`config.mk`:
```
export PLATFORM = sky130hd
export DESIGN_NAME = avmm_timer_bank
export DESIGN_NICKNAME = d
export VERILOG_FILES = /design/src/rtl/avmm_timer_bank.sv
export SDC_FILE = /design/constraint.sdc
export NUM_CORES = 1
export LEC_CHECK = 0
export CAP_MARGIN = 30
export CORE_MARGIN = 2
export CORE_UTILIZATION = 50
export DETAILED_ROUTE_END_ITERATION = 12
export DONT_BUFFER_PORTS = 1
export SLEW_MARGIN = 40
export SYNTH_ARGS = -nofsm -noshare
export SYNTH_HDL_FRONTEND = slang
export SYNTH_SLANG_ARGS = --single-unit
```
`constraint.sdc`:
```
create_clock -name clk -period 14.1 [get_ports clk]
set_input_delay 1.41 -clock clk [delete_from_list [all_inputs] [get_ports clk]]
set_output_delay 1.41 -clock clk [all_outputs]
set_load 0.02 [all_outputs]
```
`src/rtl/avmm_timer_bank.sv`:
```
// Avalon-MM slave with N_CH down-counting timers: per-channel CTRL/LOAD/COUNT/STATUS at word offsets 0..3.
// Defining AVMM_TIMER_IRQ_EN adds a registered irq output (OR of EXP & IE over all channels).
module avmm_timer_bank #(
  parameter int N_CH   = 4,
  parameter int CNT_W  = 32,
  parameter int ADDR_W = 8
) (
  input  logic              clk,
  input  logic              rst_in,
  input  logic [ADDR_W-1:0] address,
  input  logic              write,
  input  logic [31:0]       writedata,
  input  logic              read,
  output logic [31:0]       readdata,
  output logic              readdatavalid
`ifdef AVMM_TIMER_IRQ_EN
  ,
  output logic              irq
`endif
);

  // Reset asserts asynchronously and releases two clock edges after rst_in rises.
  logic sync0_q;
  logic sync1_q;
  logic rst_n;

  always_ff @(posedge clk or negedge rst_in) begin
    if (!rst_in) begin
      sync0_q <= 1'b0;
      sync1_q <= 1'b0;
    end else begin
      sync0_q <= 1'b1;
      sync1_q <= sync0_q;
    end
  end

  assign rst_n = sync1_q;

  logic [1:0]          offset;
  logic [ADDR_W-3:0]   chan_addr;
  logic [N_CH-1:0]     ch_sel;
  logic [N_CH*32-1:0]  rd_flat;
  logic [31:0]         rd_mux;
  logic [31:0]         readdata_q;
  logic                rvalid_q;
`ifdef AVMM_TIMER_IRQ_EN
  logic [N_CH-1:0]     exp_vec;
  logic [N_CH-1:0]     ie_vec;
  logic                irq_q;
`endif

  assign offset    = address[1:0];
  assign chan_addr = address[ADDR_W-1:2];

  for (genvar gi = 0; gi < N_CH; gi++) begin : g_ch
    localparam logic [ADDR_W-3:0] CH_IDX = (ADDR_W-2)'(gi);

    logic             en_q, en_d;
    logic             rl_q, rl_d;
    logic             ie_q, ie_d;
    logic             exp_q, exp_d;
    logic [CNT_W-1:0] load_q, load_d;
    logic [CNT_W-1:0] count_q, count_d;
    logic             at_zero;
    logic             expire;
    logic [31:0]      rd_word;

    assign ch_sel[gi] = (chan_addr == CH_IDX);
    assign at_zero    = (count_q == '0);
    assign expire     = en_q & at_zero;

    // Tick first, then let a same-cycle bus write override it; expiry always wins over W1C.
    always_comb begin
      en_d    = en_q;
      rl_d    = rl_q;
      ie_d    = ie_q;
      load_d  = load_q;
      count_d = count_q;
      exp_d   = exp_q | expire;
      if (en_q) begin
        if (!at_zero) begin
          count_d = count_q - 1'b1;
        end else if (rl_q) begin
          count_d = load_q;
        end else begin
          en_d = 1'b0;
        end
      end
      if (write && ch_sel[gi]) begin
        case (offset)
          2'd0: begin
            en_d = writedata[0];
            rl_d = writedata[1];
            ie_d = writedata[2];
          end
          2'd1:    load_d  = writedata[CNT_W-1:0];
          2'd2:    count_d = writedata[CNT_W-1:0];
          default: if (writedata[0]) exp_d = expire;
        endcase
      end
    end

    always_ff @(posedge clk or negedge rst_n) begin
      if (!rst_n) begin
        en_q    <= 1'b0;
        rl_q    <= 1'b0;
        ie_q    <= 1'b0;
        exp_q   <= 1'b0;
        load_q  <= '0;
        count_q <= '0;
      end else begin
        en_q    <= en_d;
        rl_q    <= rl_d;
        ie_q    <= ie_d;
        exp_q   <= exp_d;
        load_q  <= load_d;
        count_q <= count_d;
      end
    end

    always_comb begin
      rd_word = '0;
      case (offset)
        2'd0:    rd_word = {29'd0, ie_q, rl_q, en_q};
        2'd1:    rd_word = 32'(load_q);
        2'd2:    rd_word = 32'(count_q);
        default: rd_word = {31'd0, exp_q};
      endcase
    end

    assign rd_flat[gi*32 +: 32] = ch_sel[gi] ? rd_word : 32'd0;

`ifdef AVMM_TIMER_IRQ_EN
    assign exp_vec[gi] = exp_q;
    assign ie_vec[gi]  = ie_q;
`endif
  end

  // Addresses beyond the last channel select nothing and read as zero.
  always_comb begin
    rd_mux = '0;
    for (int i = 0; i < N_CH; i++) begin
      rd_mux = rd_mux | rd_flat[i*32 +: 32];
    end
  end

  always_ff @(posedge clk or negedge rst_n) begin
    if (!rst_n) begin
      readdata_q <= '0;
      rvalid_q   <= 1'b0;
    end else begin
      rvalid_q <= read;
      if (read) begin
        readdata_q <= rd_mux;
      end
    end
  end

  assign readdata      = readdata_q;
  assign readdatavalid = rvalid_q;

`ifdef AVMM_TIMER_IRQ_EN
  always_ff @(posedge clk or negedge rst_n) begin
    if (!rst_n) begin
      irq_q <= 1'b0;
    end else begin
      irq_q <= |(exp_vec & ie_vec);
    end
  end

  assign irq = irq_q;
`endif

endmodule

```
-- Yosys cells after proc, flatten, opt, wreduce, memory -nomap -nowiden
Cells that the tools add are included.
- memories: 0
- bits in writable memories: 0
- word-level logic and storage cells: 127
- bits in read-only memories: 0
- output and inout bits: 33
- register bits: 307
- input port bits: 44
- bits in latches: 0
- eq/ne operators: 5
- shift operators: 0
- mux-type cells: 60
- bitwise gates (word level): 11
- $mul: 0
- divide/modulo/power cells: 0
- $add $sub $neg: 4
- reductions and logical operators: 19
- magnitude comparators: 0
- operators by type and width (operator ; number):
    2-to-1 mux 32 bit ; 24
    one-hot mux 32 bit (3 select lines) ; 4
    logical NOT 32 bit ; 4
    subtractor 32 x 1 -> 32 bit, second input constant ; 4
    OR 32 bit ; 3
    2-to-1 mux 1 bit ; 32
    AND reduction 2 bit ; 8
    == test 6 x 2 -> 1 bit, second input constant ; 2
    == test 6 x 1 -> 1 bit, second input constant ; 1
    logical NOT 6 bit ; 1
    bitwise AND 1 bit ; 4
    logical AND 1 bit ; 4
    OR 1 bit ; 4
    OR reduction 3 bit ; 1
    == test 2 x 1 -> 1 bit, second input constant ; 1
    == test 2 bit, second input constant ; 1
    logical NOT 2 bit ; 1

-- Logic depth before layout (Yosys ltp)
Gate-level depths: netlist of run 1.
- word-level depth: 6
- gate-level depth with buffers: 10
- mapped depth without buffers: 8

-- Worst setup path before layout of run 1
OpenSTA, ideal clock, no wires.
- path type: input -> register
- from: input address[2]
- to: register g_ch[1].count_q[3]
- arrival: 3407 ps
- buffers on the path: 4
- library setup time: 77 ps
- slack: 10616 ps
- stages on the path: 8
- required time: 14023 ps
- cell sequence: clkbuf_1 -> nor4b_1 -> and4_1 -> clkbuf_1 -> buf_2 -> buf_1 -> nor2_1 -> a21oi_1
- word-level cells in the longest chain between the ends: 3
- ends and longest elaborated chain (element ; RTL line ; source):
    start, declared ; 10 ; input logic [ADDR_W-1:0] address,
    == test 6 x 1 -> 1 bit ; 68 ; assign ch_sel[gi] = (chan_addr == CH_IDX);
    logical AND 1 bit ; 89 ; if (write && ch_sel[gi]) begin
    2-to-1 mux 32 bit ; 89 ;
    named net g_ch[1].count_d[3] ; 63 ; logic [CNT_W-1:0] count_q, count_d;
    end signal, assigned ; 117 ; count_q <= count_d;
    end, declared ; 63 ;
The timed path passes the listed nets, and every way through them passes these cells.
A chain may end at the register's enable or synchronous reset.

-- Worst setup path after layout of run 1
- from: register g_ch[1].count_q[11]
- to: register g_ch[1].count_q[9]
- word-level cells in the longest chain between the ends: 5
- ends and longest elaborated chain (element ; RTL line ; source):
    logical NOT 32 bit (*) ; 69 ; assign at_zero = (count_q == '0);
    2-to-1 mux 32 bit (*) ; 81 ; if (!at_zero) begin
    2-to-1 mux 32 bit (*) ; 80 ; if (en_q) begin
    2-to-1 mux 32 bit ; 90 ; case (offset)
    2-to-1 mux 32 bit (*) ; 89 ;
    named net g_ch[1].count_d[9] ; 63 ;
The timed path passes the listed nets; every way through them passes the cells marked *.

==> impl_metrics.env, run 1 <==
export IMPL_use_met1=0.493
export IMPL_drive_gt1_frac=0.143
export IMPL_max_freq_mhz=271
export IMPL_cts_sinks=307
export IMPL_synth_seq_cells=307
export IMPL_fin_crit_ns=3.69
export IMPL_grt_pass1_vias=17000
export IMPL_path_class="reg -> reg"
export IMPL_crit_family="simple AND/OR/NAND/NOR gates"
export IMPL_power_leakage_nw=8.08
export IMPL_io_pins=77
export IMPL_grt_antenna_before_repair=5
export IMPL_finalClockSkew_ns=0.0137
export IMPL_fp_dieW_microns=196
export IMPL_holdPathStages=0
export IMPL_grt_max_degree=79
export IMPL_cts_hold_buf=0
export IMPL_cp_common_cell="or4_1"
export IMPL_cts_made_buffers=38
export IMPL_slowest_stage="and4bb_2"
export IMPL_avgSynthCellArea_sq_um=8.97
export IMPL_antenna_left=0
export IMPL_r2r_slack_ns=10.41
export IMPL_ys_seq_area_frac=0.416
export IMPL_status="completed"
export IMPL_cp_arrival_ns=4.14
export IMPL_synth_nets=2112
export IMPL_async_flop_share=1.00
export IMPL_drt_vias_per_instance=7.18
export IMPL_worstHoldPathType="reg -> reg"
export IMPL_final_nets=2015
export IMPL_place_congestion=0.942
export IMPL_drv_cap=0
export IMPL_cts_clk_slew_worst_paths_ns=0.06
export IMPL_endpoint_kind="register"
export IMPL_die_area_sq_um=38500
export IMPL_worstMarginPinSlew_ns=0.922
export IMPL_grt_usage=0.378
export IMPL_fin_crit_sh=0.262
export IMPL_syn_to_final_growth_pct=8.91
export IMPL_wl_per_cell_microns=29.5
export IMPL_port_buffers=0
export IMPL_crit_chain="or4_1, or4_1, and4bb_2, nand2_1, o221a_2, a32o_1"
export IMPL_grt_util_met2=0.622
export IMPL_slowest_delay_ns=0.67
export IMPL_n_antenna_cell=0
export IMPL_syn_area_sq_um=18500
export IMPL_drt_pass1_iterations=6
export IMPL_path_depth=6
export IMPL_whs_endpoint="rst_n$_DFF_PN0_"
export IMPL_rsz0062_at_grt="no"
export IMPL_max_clock_path_buffers=3
export IMPL_dpl_hpwl_microns=49800
export IMPL_p_total_w=0.00263
export IMPL_yosys_warnings=0
export IMPL_cts_resized=0
export IMPL_critPathBufInv=0
export IMPL_drc=0
export IMPL_hp_start="sync0_q$_DFF_PN0_"
export IMPL_routed_wirelength_microns=72500
export IMPL_vias=17700
export IMPL_finalHoldViolCount=0
export IMPL_core_region_area_sq_um=36500
export IMPL_crit_required_ns=14.55
export IMPL_p_per_area_nw_per_um2=131
export IMPL_grtUsageMet3=0.0617
export IMPL_die_h_microns=196
export IMPL_synthCells=2060
export IMPL_grt_pass1_wl_microns=110000
export IMPL_fp_row_count=70
export IMPL_drt_iter0_drc=1983
export IMPL_ys_flop_type="dfrtp_1"
export IMPL_r2r_start="g_ch[1].count_q[11]$_DFF_PN0_"
export IMPL_ys_types=82
export IMPL_grt_overflow=0
export IMPL_start_util=0.506
export IMPL_cts_max_level=2
export IMPL_busiest_layer="met2"
export IMPL_clk_latency_ns=0.57
export IMPL_crit_fanout=20
export IMPL_setup_tns_final_ns=0
export IMPL_postCtsSetupBuffers=0
export IMPL_synth_edf_count=0
export IMPL_worstSetupStartpointType="register"
export IMPL_cts_tree="built"
export IMPL_root_buffer="clkbuf_16"
export IMPL_rr_worst_depth=6
export IMPL_slew_headroom=0.381
export IMPL_slew_violations=0
export IMPL_setup_viol_count_final=0
export IMPL_ir_drop_uv=86.2
export IMPL_worstReg2RegEnd="g_ch[1].count_q[9]$_DFF_PN0_"
## sequential cells by signal, indices dropped and copies added, names as in the netlist
| register | flops |
|---|---|
| g_ch.ie_q | 4 |
| g_ch.exp_q | 4 |
| g_ch.en_q | 4 |
| rst_n | 1 |
| g_ch.rl_q | 4 |
| sync0_q | 1 |
| readdatavalid | 1 |
| g_ch.load_q | 128 |
| g_ch.count_q | 128 |
| readdata | 32 |
## area by class of cell
class                           instances  area, sq um
Clock buffer                           59         1210
Clock inverter                         11          161
Tap cell                              468          586
Timing Repair Buffer                   40          315
Multi-Input combinational cell       1543        10000
Inverter                               33          124
Fill cell                            3350        16400
Sequential cell                       307         7690
## report_power, final
| part | internal (W) | total, W | switching, W |
|---|---|---|---|
| Sequential | 0.000975 | 0.00114 | 0.000167 |
| Combinational | 0.000174 | 0.000409 | 0.000235 |
| Clock | 0.000665 | 0.00108 | 0.000411 |
| Total | 0.00181 | 0.00263 | 0.000813 |
## cell families after synthesis
kind of cell | synth area share
AOI/OAI and AO/OA | 0.230
xor gates and xnor gates | 0.00521
adders and majority gates | 0.00542
buffers and inverters | 0.0452
DFF | 0.416
muxes | 0.0993
other | 0.000203
and+or+nand+nor | 0.199
## cells in the mapped netlist (8+ instances only)
library cell,n,area share
nand2_1,150,0.030
and4_1,12,0.0057
inv_1,33,0.0067
dfrtp_1,307,0.42
nor3_1,65,0.018
and2_1,17,0.0058
ha_1,8,0.0054
o31ai_1,26,0.011
a211oi_1,48,0.019
or3_1,20,0.0068
buf_2,9,0.0024
nor3b_1,9,0.0037
nand3_1,72,0.019
nor4_1,47,0.016
a21oi_1,94,0.025
nand4_1,34,0.012
a31oi_1,33,0.011
and3_1,33,0.011
o22ai_1,77,0.026
mux2i_1,18,0.0097
mux2_2,139,0.085
buf_1,12,0.0024
a2bb2oi_1,9,0.0043
o41ai_1,8,0.0038
o21ai_0,117,0.032
nor2_1,203,0.041
o221ai_1,25,0.012
or4_1,19,0.0077
a22oi_1,119,0.048
clkbuf_1,150,0.030
## per-stage QoR
stage | instances | area [sq um] | setup WS [ns] | utilization | hold slack [ns]
3_3_place_gp | 2390 | 18700 | 9.99 | 0.511 | 0.337
6_report | 2461 | 20100 | 10.41 | 0.551 | 0.354
4_1_cts | 2461 | 20100 | 10.47 | 0.551 | 0.350
3_5_place_dp | 2391 | 18700 | 9.97 | 0.513 | 0.338
2_1_floorplan | 2060 | 18500 | 4.91 | - | 0.331
5_1_grt | 2461 | 20100 | 10.34 | 0.551 | 0.367
## layout by cell type (no fill, tap or decap), drive strengths merged, types with 8 or more instances in the layout
master	n
clkbuf	59
and2	17
mux2i	18
a211oi	48
or3	20
o22ai	77
a2bb2oi	9
o41ai	8
inv	33
nor2	203
a22oi	119
nor4	52
and4	12
or4	22
and3	33
a31oi	33
mux2	139
nand2	150
nor3	66
nor3b	9
o21ai	120
o221ai	25
buf	40
nand4	34
dfrtp	307
nand3	72
a21oi	94
ha	8
o31ai	26
## layer usage
metal | wire length, microns | share of wire
met5 | 0 | 0
met4 | 3430 | 0.047
met3 | 6530 | 0.090
met2 | 34200 | 0.47
met1 | 28400 | 0.39
## worst max path at each step
stage / startpoint / endpoint / slack (ns)
floorplan: rst_n$_DFF_PN0_ / g_ch[0].count_q[0]$_DFF_PN0_ / 4.91
global placement: address[0] / g_ch[2].load_q[11]$_DFFE_PN0P_ / 9.99
detailed placement: address[0] / g_ch[2].load_q[14]$_DFFE_PN0P_ / 9.97
CTS: g_ch[1].count_q[11]$_DFF_PN0_ / g_ch[1].count_q[9]$_DFF_PN0_ / 10.47
global route: g_ch[1].count_q[8]$_DFF_PN0_ / g_ch[1].count_q[9]$_DFF_PN0_ / 10.34
finish: g_ch[1].count_q[11]$_DFF_PN0_ / g_ch[1].count_q[9]$_DFF_PN0_ / 10.41
(Power assumes the default switching activity.)
==> run 2: changes to the inputs <==
--- a/config.mk
+++ b/config.mk
@@ -10,6 +10,7 @@
 export CORE_UTILIZATION = 50
 export DETAILED_ROUTE_END_ITERATION = 12
 export DONT_BUFFER_PORTS = 1
+export PLACE_DENSITY = 0.68
 export SLEW_MARGIN = 40
 export SYNTH_ARGS = -nofsm -noshare
 export SYNTH_HDL_FRONTEND = slang
==> constraint.sdc (replaced) <==
create_clock -name clk -period 3.1 [get_ports clk]
set_input_delay 0.31 -clock clk [delete_from_list [all_inputs] [get_ports clk]]
set_output_delay 0.31 -clock clk [all_outputs]
set_load 0.02 [all_outputs]
==> run 2 against run 1 <==
Compared with the run above: power grew to 4.5 times the previous value; core utilization up 2.7 points; register-to-register slack lost 10 ns; combinational power rose to 5.4 times the previous value; clock skew grew 0.0020 ns; global-route usage shrank 0.097 points; cell count grew 4.9%; clock power grew to 4.1 times the previous value; highest routed layer is now met5; via count is 2.3% higher; largest cell class unchanged; maximum frequency rose by 25%.
==> impl_metrics.env, run 2 (synthesis results as in run 1) <==
export IMPL_multi_input_area_sq_um=10000
export IMPL_design_area_sq_um=21100
export IMPL_finalHoldViolCount=0
export IMPL_slew_violations=0
export IMPL_fp_dieW_microns=196
export IMPL_finalClockSkew_ns=0.0157
export IMPL_worstReg2RegEnd="g_ch[1].count_q[18]$_DFF_PN0_"
export IMPL_setup_tns_final_ns=0
export IMPL_rr_worst_depth=7
export IMPL_drt_vias_per_instance=7.00
export IMPL_path_class="reg -> reg"
export IMPL_wl_per_cell_microns=27.9
export IMPL_drive_gt1_frac=0.170
export IMPL_power_leakage_nw=8.62
export IMPL_cts_clk_slew_worst_paths_ns=0.06
export IMPL_rsz0062_at_grt="no"
export IMPL_vias=18100
export IMPL_crit_fanout=11
export IMPL_syn_to_final_growth_pct=14.2
export IMPL_status="completed"
export IMPL_worstMarginPinSlew_ns=0.818
export IMPL_post_dp_cell_area_sq_um=19500
export IMPL_r2r_slack_ns=0.14
export IMPL_cp_common_cell="or4_1"
export IMPL_worstSetupStartpointType="register"
export IMPL_grt_usage=0.377
export IMPL_post_route_util=0.578
export IMPL_grt_overflow=0
export IMPL_drc=0
export IMPL_p_total_w=0.0117
export IMPL_slew_headroom=0.453
export IMPL_drt_iter0_drc=1681
export IMPL_fp_row_count=70
export IMPL_grt_pass1_wl_microns=110000
export IMPL_p_per_area_nw_per_um2=555
export IMPL_io_pins=77
export IMPL_slowest_delay_ns=0.62
export IMPL_layout_common_cells="dfrtp_1, nor2_1, nand2_1"
export IMPL_max_freq_mhz=338
export IMPL_clk_latency_ns=0.56
export IMPL_seqCellArea_sq_um=7690
export IMPL_r2r_start="g_ch[1].count_q[11]$_DFF_PN0_"
export IMPL_ir_drop_uv=499
export IMPL_holdPathStages=4
export IMPL_start_util=0.506
export IMPL_layout_commonest_cell="dfrtp_1"
export IMPL_die_h_microns=196
export IMPL_cts_sinks=307
export IMPL_port_buffers=0
export IMPL_endpoint_kind="register"
export IMPL_grt_antenna_before_repair=4
export IMPL_crit_required_ns=3.49
export IMPL_cp_arrival_ns=3.35
export IMPL_root_buffer="clkbuf_16"
export IMPL_hp_start="writedata[8]"
export IMPL_final_nets=2142
export IMPL_place_congestion=1.02
export IMPL_fin_hold_ws_ns=0.0162
export IMPL_cts_resized=0
export IMPL_setup_viol_count_final=0
export IMPL_slowest_stage="or4_1"
export IMPL_crit_chain="or4_1, or4_1, and4bb_2, buf_4, nand2_1, o21ai_0, a211oi_1"
export IMPL_cts_made_buffers=37
export IMPL_whs_endpoint="g_ch[2].count_q[8]$_DFF_PN0_"
export IMPL_grt_pass1_vias=17300
export IMPL_antenna_left=0
export IMPL_drt_pass1_iterations=5
export IMPL_core_region_area_sq_um=36500
export IMPL_crit_family="simple AND/OR/NAND/NOR gates"
export IMPL_dpl_hpwl_microns=50000
export IMPL_fin_crit_ns=2.96
export IMPL_critPathBufInv=1
export IMPL_fill_cells=3185
export IMPL_cts_max_level=2
export IMPL_routed_wirelength_microns=72100
export IMPL_max_clock_path_buffers=3
export IMPL_cts_tree="built"
export IMPL_worstHoldPathType="in -> reg"
export IMPL_drv_cap=0
export IMPL_die_area_sq_um=38500
export IMPL_fin_crit_sh=0.955
export IMPL_grt_max_degree=69
==> run 2: cell count changes in the layout (fill, tap and decap cells not counted), sizes merged <==
cell | before | now
inv | 33 | 34
dlygate4sd3 | 0 | 38
clkbuf | 59 | 53
clkinvlp | 1 | 0
diode | 0 | 2
clkinv | 6 | 5
buf | 40 | 130
bufinv | 4 | 2
==> run 2: final cells by class <==
cell class | instances | share of cell area
clock inverters | 8 | 0.00445
diodes | 2 | 0.000237
clock buffers | 53 | 0.0525
flip-flops and latches | 307 | 0.364
multi-input cells | 1543 | 0.474
repair buffers | 168 | 0.0711
inverters | 33 | 0.00587
well taps | 468 | 0.0277
==> run 2: worst register-to-register path, cell delays in order (launching register included) <==
cell	delay (ns)
dfrtp_1	0.41
or4_1	0.62
or4_1	0.47
and4bb_2	0.52
buf_4	0.21
nand2_1	0.22
o21ai_0	0.23
a211oi_1	0.11
==> run 2: timing repair <==
item                                   CTS  global route
hold buffers                            39             0
setup buffers                            0             0
endpoints found under the hold margin  293             0
==> run 2: report_power, final <==
part           internal (W)  switching [W]
clock network       0.00264        0.00178
registers           0.00444       0.000651
logic              0.000936        0.00128
total               0.00801        0.00371
==> run 2: worst max path at each step <==
stage	from	end	slack [ns]	cells past startpoint
6_report	g_ch[1].count_q[11]$_DFF_PN0_	g_ch[1].count_q[18]$_DFF_PN0_	0.14	7
5_1_grt	g_ch[1].count_q[11]$_DFF_PN0_	g_ch[1].count_q[18]$_DFF_PN0_	0.06	7
4_1_cts	g_ch[1].count_q[11]$_DFF_PN0_	g_ch[1].count_q[18]$_DFF_PN0_	0.19	7
3_5_place_dp	g_ch[1].count_q[11]$_DFF_PN0_	g_ch[1].count_q[18]$_DFF_PN0_	0.20	7
3_3_place_gp	g_ch[1].count_q[11]$_DFF_PN0_	g_ch[1].count_q[18]$_DFF_PN0_	0.23	7
2_1_floorplan	rst_n$_DFF_PN0_	g_ch[0].count_q[0]$_DFF_PN0_	0.05	0
==> run 2: stage by stage <==
stage	setup WS, ns	std cells
finish	0.140	2582
global route	0.0552	2580
CTS	0.186	2580
detailed placement	0.203	2480
global placement	0.233	2480
floorplan	0.0483	2060
==> run 2: routing by layer <==
metal  wire length, microns  up-vias  global-route usage
li1                       -     7933                   -
met1                  28200     8891               0.508
met2                  33400     1053               0.601
met3                   7600      202              0.0801
met4                   2880        6               0.140
met5                     41        -                   0
==> run 3: changes to the inputs <==
--- a/config.mk
+++ b/config.mk
@@ -7,10 +7,9 @@
 export LEC_CHECK = 0
 export CAP_MARGIN = 30
 export CORE_MARGIN = 2
-export CORE_UTILIZATION = 50
+export CORE_UTILIZATION = 45
 export DETAILED_ROUTE_END_ITERATION = 12
 export DONT_BUFFER_PORTS = 1
-export PLACE_DENSITY = 0.68
 export SLEW_MARGIN = 40
 export SYNTH_ARGS = -nofsm -noshare
 export SYNTH_HDL_FRONTEND = slang
==> run 3 against run 2 <==
Compared with the run above: global-route usage fell by 2.5 points; combinational power about the same; clock power decreased by 8.1%; highest routed layer unchanged; worst setup slack improved by 0.046 ns; hold slack better by 0.0097 ns; critical path type unchanged; clock skew about the same; non-clock buffer count fell by 33; wire length is 4.3% higher; first-iteration DRC count rose by 25%; flip-flop and latch count is the same; clock-buffer cell count grew 4; die area increased by 11%.
==> impl_metrics.env, run 3 (synthesis results as in run 1) <==
export IMPL_status="completed"
export IMPL_setup_viol_count_final=0
export IMPL_power_leakage_nw=8.37
export IMPL_seqCellArea_sq_um=7690
export IMPL_layout_common_cells="dfrtp_1, nor2_1, nand2_1"
export IMPL_p_int_w=0.00765
export IMPL_rsz0062_at_grt="no"
export IMPL_cts_made_buffers=37
export IMPL_root_buffer="clkbuf_16"
export IMPL_grt_usage=0.352
export IMPL_cts_max_level=2
export IMPL_ir_drop_uv=467
export IMPL_dp_cells=2514
export IMPL_fin_crit_sh=0.940
export IMPL_clk_latency_ns=0.56
export IMPL_syn_to_final_growth_pct=12.5
export IMPL_drt_vias_per_instance=6.92
export IMPL_multi_input_area_sq_um=10000
export IMPL_clockPowerShare=0.358
export IMPL_worstHoldPathType="in -> reg"
export IMPL_layout_commonest_cell="dfrtp_1"
export IMPL_post_dp_cell_area_sq_um=19300
export IMPL_grt_antenna_before_repair=12
export IMPL_routed_wirelength_microns=75200
export IMPL_worstSetupStartpointType="register"
export IMPL_worstMarginPinSlew_ns=0.906
export IMPL_fill_cells=3837
export IMPL_path_class="reg -> reg"
export IMPL_drv_cap=0
export IMPL_place_congestion=0.959
export IMPL_fin_crit_ns=2.91
export IMPL_drive_gt1_frac=0.153
export IMPL_port_buffers=0
export IMPL_vias=18100
export IMPL_grt_overflow=0
export IMPL_antenna_left=0
export IMPL_max_freq_mhz=343
export IMPL_final_cell_count_no_fill=2621
export IMPL_design_area_sq_um=20800
export IMPL_slew_headroom=0.394
export IMPL_cts_clk_slew_worst_paths_ns=0.06
export IMPL_crit_fanout=14
export IMPL_dpl_hpwl_microns=49400
export IMPL_fp_dieW_microns=207
export IMPL_die_area_sq_um=42700
export IMPL_core_region_area_sq_um=40600
export IMPL_postCtsSetupBuffers=0
export IMPL_max_clock_path_buffers=3
export IMPL_grt_pass1_vias=16900
export IMPL_grt_max_degree=96
export IMPL_finalClockSkew_ns=0.0162
export IMPL_crit_required_ns=3.53
export IMPL_cts_sinks=307
export IMPL_comb_power_share=0.193
export IMPL_cp_arrival_ns=3.34
export IMPL_drc=0
export IMPL_wl_per_cell_microns=28.7
export IMPL_final_nets=2109
export IMPL_finalHoldViolCount=0
export IMPL_switching_share=0.324
export IMPL_die_h_microns=207
export IMPL_drt_iter0_drc=2106
export IMPL_drt_pass1_iterations=8
export IMPL_p_total_w=0.0113
export IMPL_p_per_area_nw_per_um2=545
export IMPL_setup_tns_final_ns=0
export IMPL_slew_violations=0
export IMPL_io_pins=77
export IMPL_fp_row_count=74
export IMPL_grt_pass1_wl_microns=111000
export IMPL_p_switching_w=0.00367
export IMPL_fin_hold_ws_ns=0.0259
export IMPL_start_util=0.455
export IMPL_p_seq_frac=0.448
export IMPL_cts_tree="built"
export IMPL_endpoint_kind="register"
==> run 3: changes by cell type in the layout (fill, tap and decap cells not counted), moves of 2 or more <==
| cell | previous run | this run |
|---|---|---|
| dlygate4sd3_1 | 38 | 35 |
| buf_4 | 119 | 91 |
| clkbuf_1 | 6 | 15 |
| clkbuf_8 | 8 | 5 |
| buf_12 | 10 | 8 |
| clkbuf_16 | 39 | 37 |
| diode_2 | 2 | 10 |
| bufinv_16 | 2 | 0 |
==> run 3: through the flow <==
stage	utilization	worst slack (ns)
floorplan	-	0.0483
global placement	0.475	0.176
detailed placement	0.475	0.107
CTS	0.511	0.0791
global route	0.511	0.0226
finish	0.512	0.186
==> run 3: path summary, 6_finish.rpt <==
path	end	slack (ns)	startpoint	cells after the start
worst max-delay path	g_ch[1].count_q[21]$_DFF_PN0_	0.19	g_ch[1].count_q[11]$_DFF_PN0_	6
worst min-delay path	g_ch[1].count_q[18]$_DFF_PN0_	0.03	writedata[18]	2
worst max register to register	g_ch[1].count_q[21]$_DFF_PN0_	0.19	g_ch[1].count_q[11]$_DFF_PN0_	6
worst min register to register	g_ch[3].count_q[31]$_DFF_PN0_	0.25	rst_n$_DFF_PN0_	0
max in group asynchronous	g_ch[1].load_q[5]$_DFFE_PN0P_	1.83	rst_n$_DFF_PN0_	1
min in group asynchronous	g_ch[3].count_q[31]$_DFF_PN0_	0.25	rst_n$_DFF_PN0_	0
==> run 3: area by class of cell <==
cell class | count | share of cell area
Antenna cell | 10 | 0.00120
Timing Repair Buffer | 135 | 0.0587
Inverter | 33 | 0.00596
Clock inverter | 4 | 0.000963
Tap cell | 532 | 0.0320
Clock buffer | 57 | 0.0505
Multi-Input combinational cell | 1543 | 0.481
Sequential cell | 307 | 0.370
==> run 3: per-layer routing <==
layer,GRT usage,up-vias,part of all wire
met2,0.521,1098,0.43
met3,0.100,214,0.12
li1,-,7877,-
met4,0.198,6,0.063
met5,0,-,0.00047
met1,0.464,8934,0.39
==> run 3: power groups by stage <==
| stage | registers [W] | clock network, W | logic, W |
|---|---|---|---|
| 2_1_floorplan | 0.00496 | 0 | 0.00147 |
| 3_3_place_gp | 0.00511 | 0 | 0.00193 |
| 3_5_place_dp | 0.00512 | 0 | 0.00197 |
| 4_1_cts | 0.00506 | 0.00414 | 0.00215 |
| 5_1_grt | 0.00515 | 0.00429 | 0.00238 |
| 6_report | 0.00508 | 0.00406 | 0.00219 |
==> run 3: worst max-delay path, cell delays in order (launching register included) <==
cell and delay [ns]:
dfrtp_1 0.41, or4_1 0.62, or4_1 0.53, and4bb_4 0.49, and2_1 0.25, o21ai_0 0.11, a311o_1 0.38
==> run 3: what timing repair did <==
action / 4_1_cts / 5_1_grt
endpoints found under the setup margin: 0 / 9
resized for setup: 0 / 1
endpoints found under the hold margin: 289 / 0
hold buffers: 36 / 0
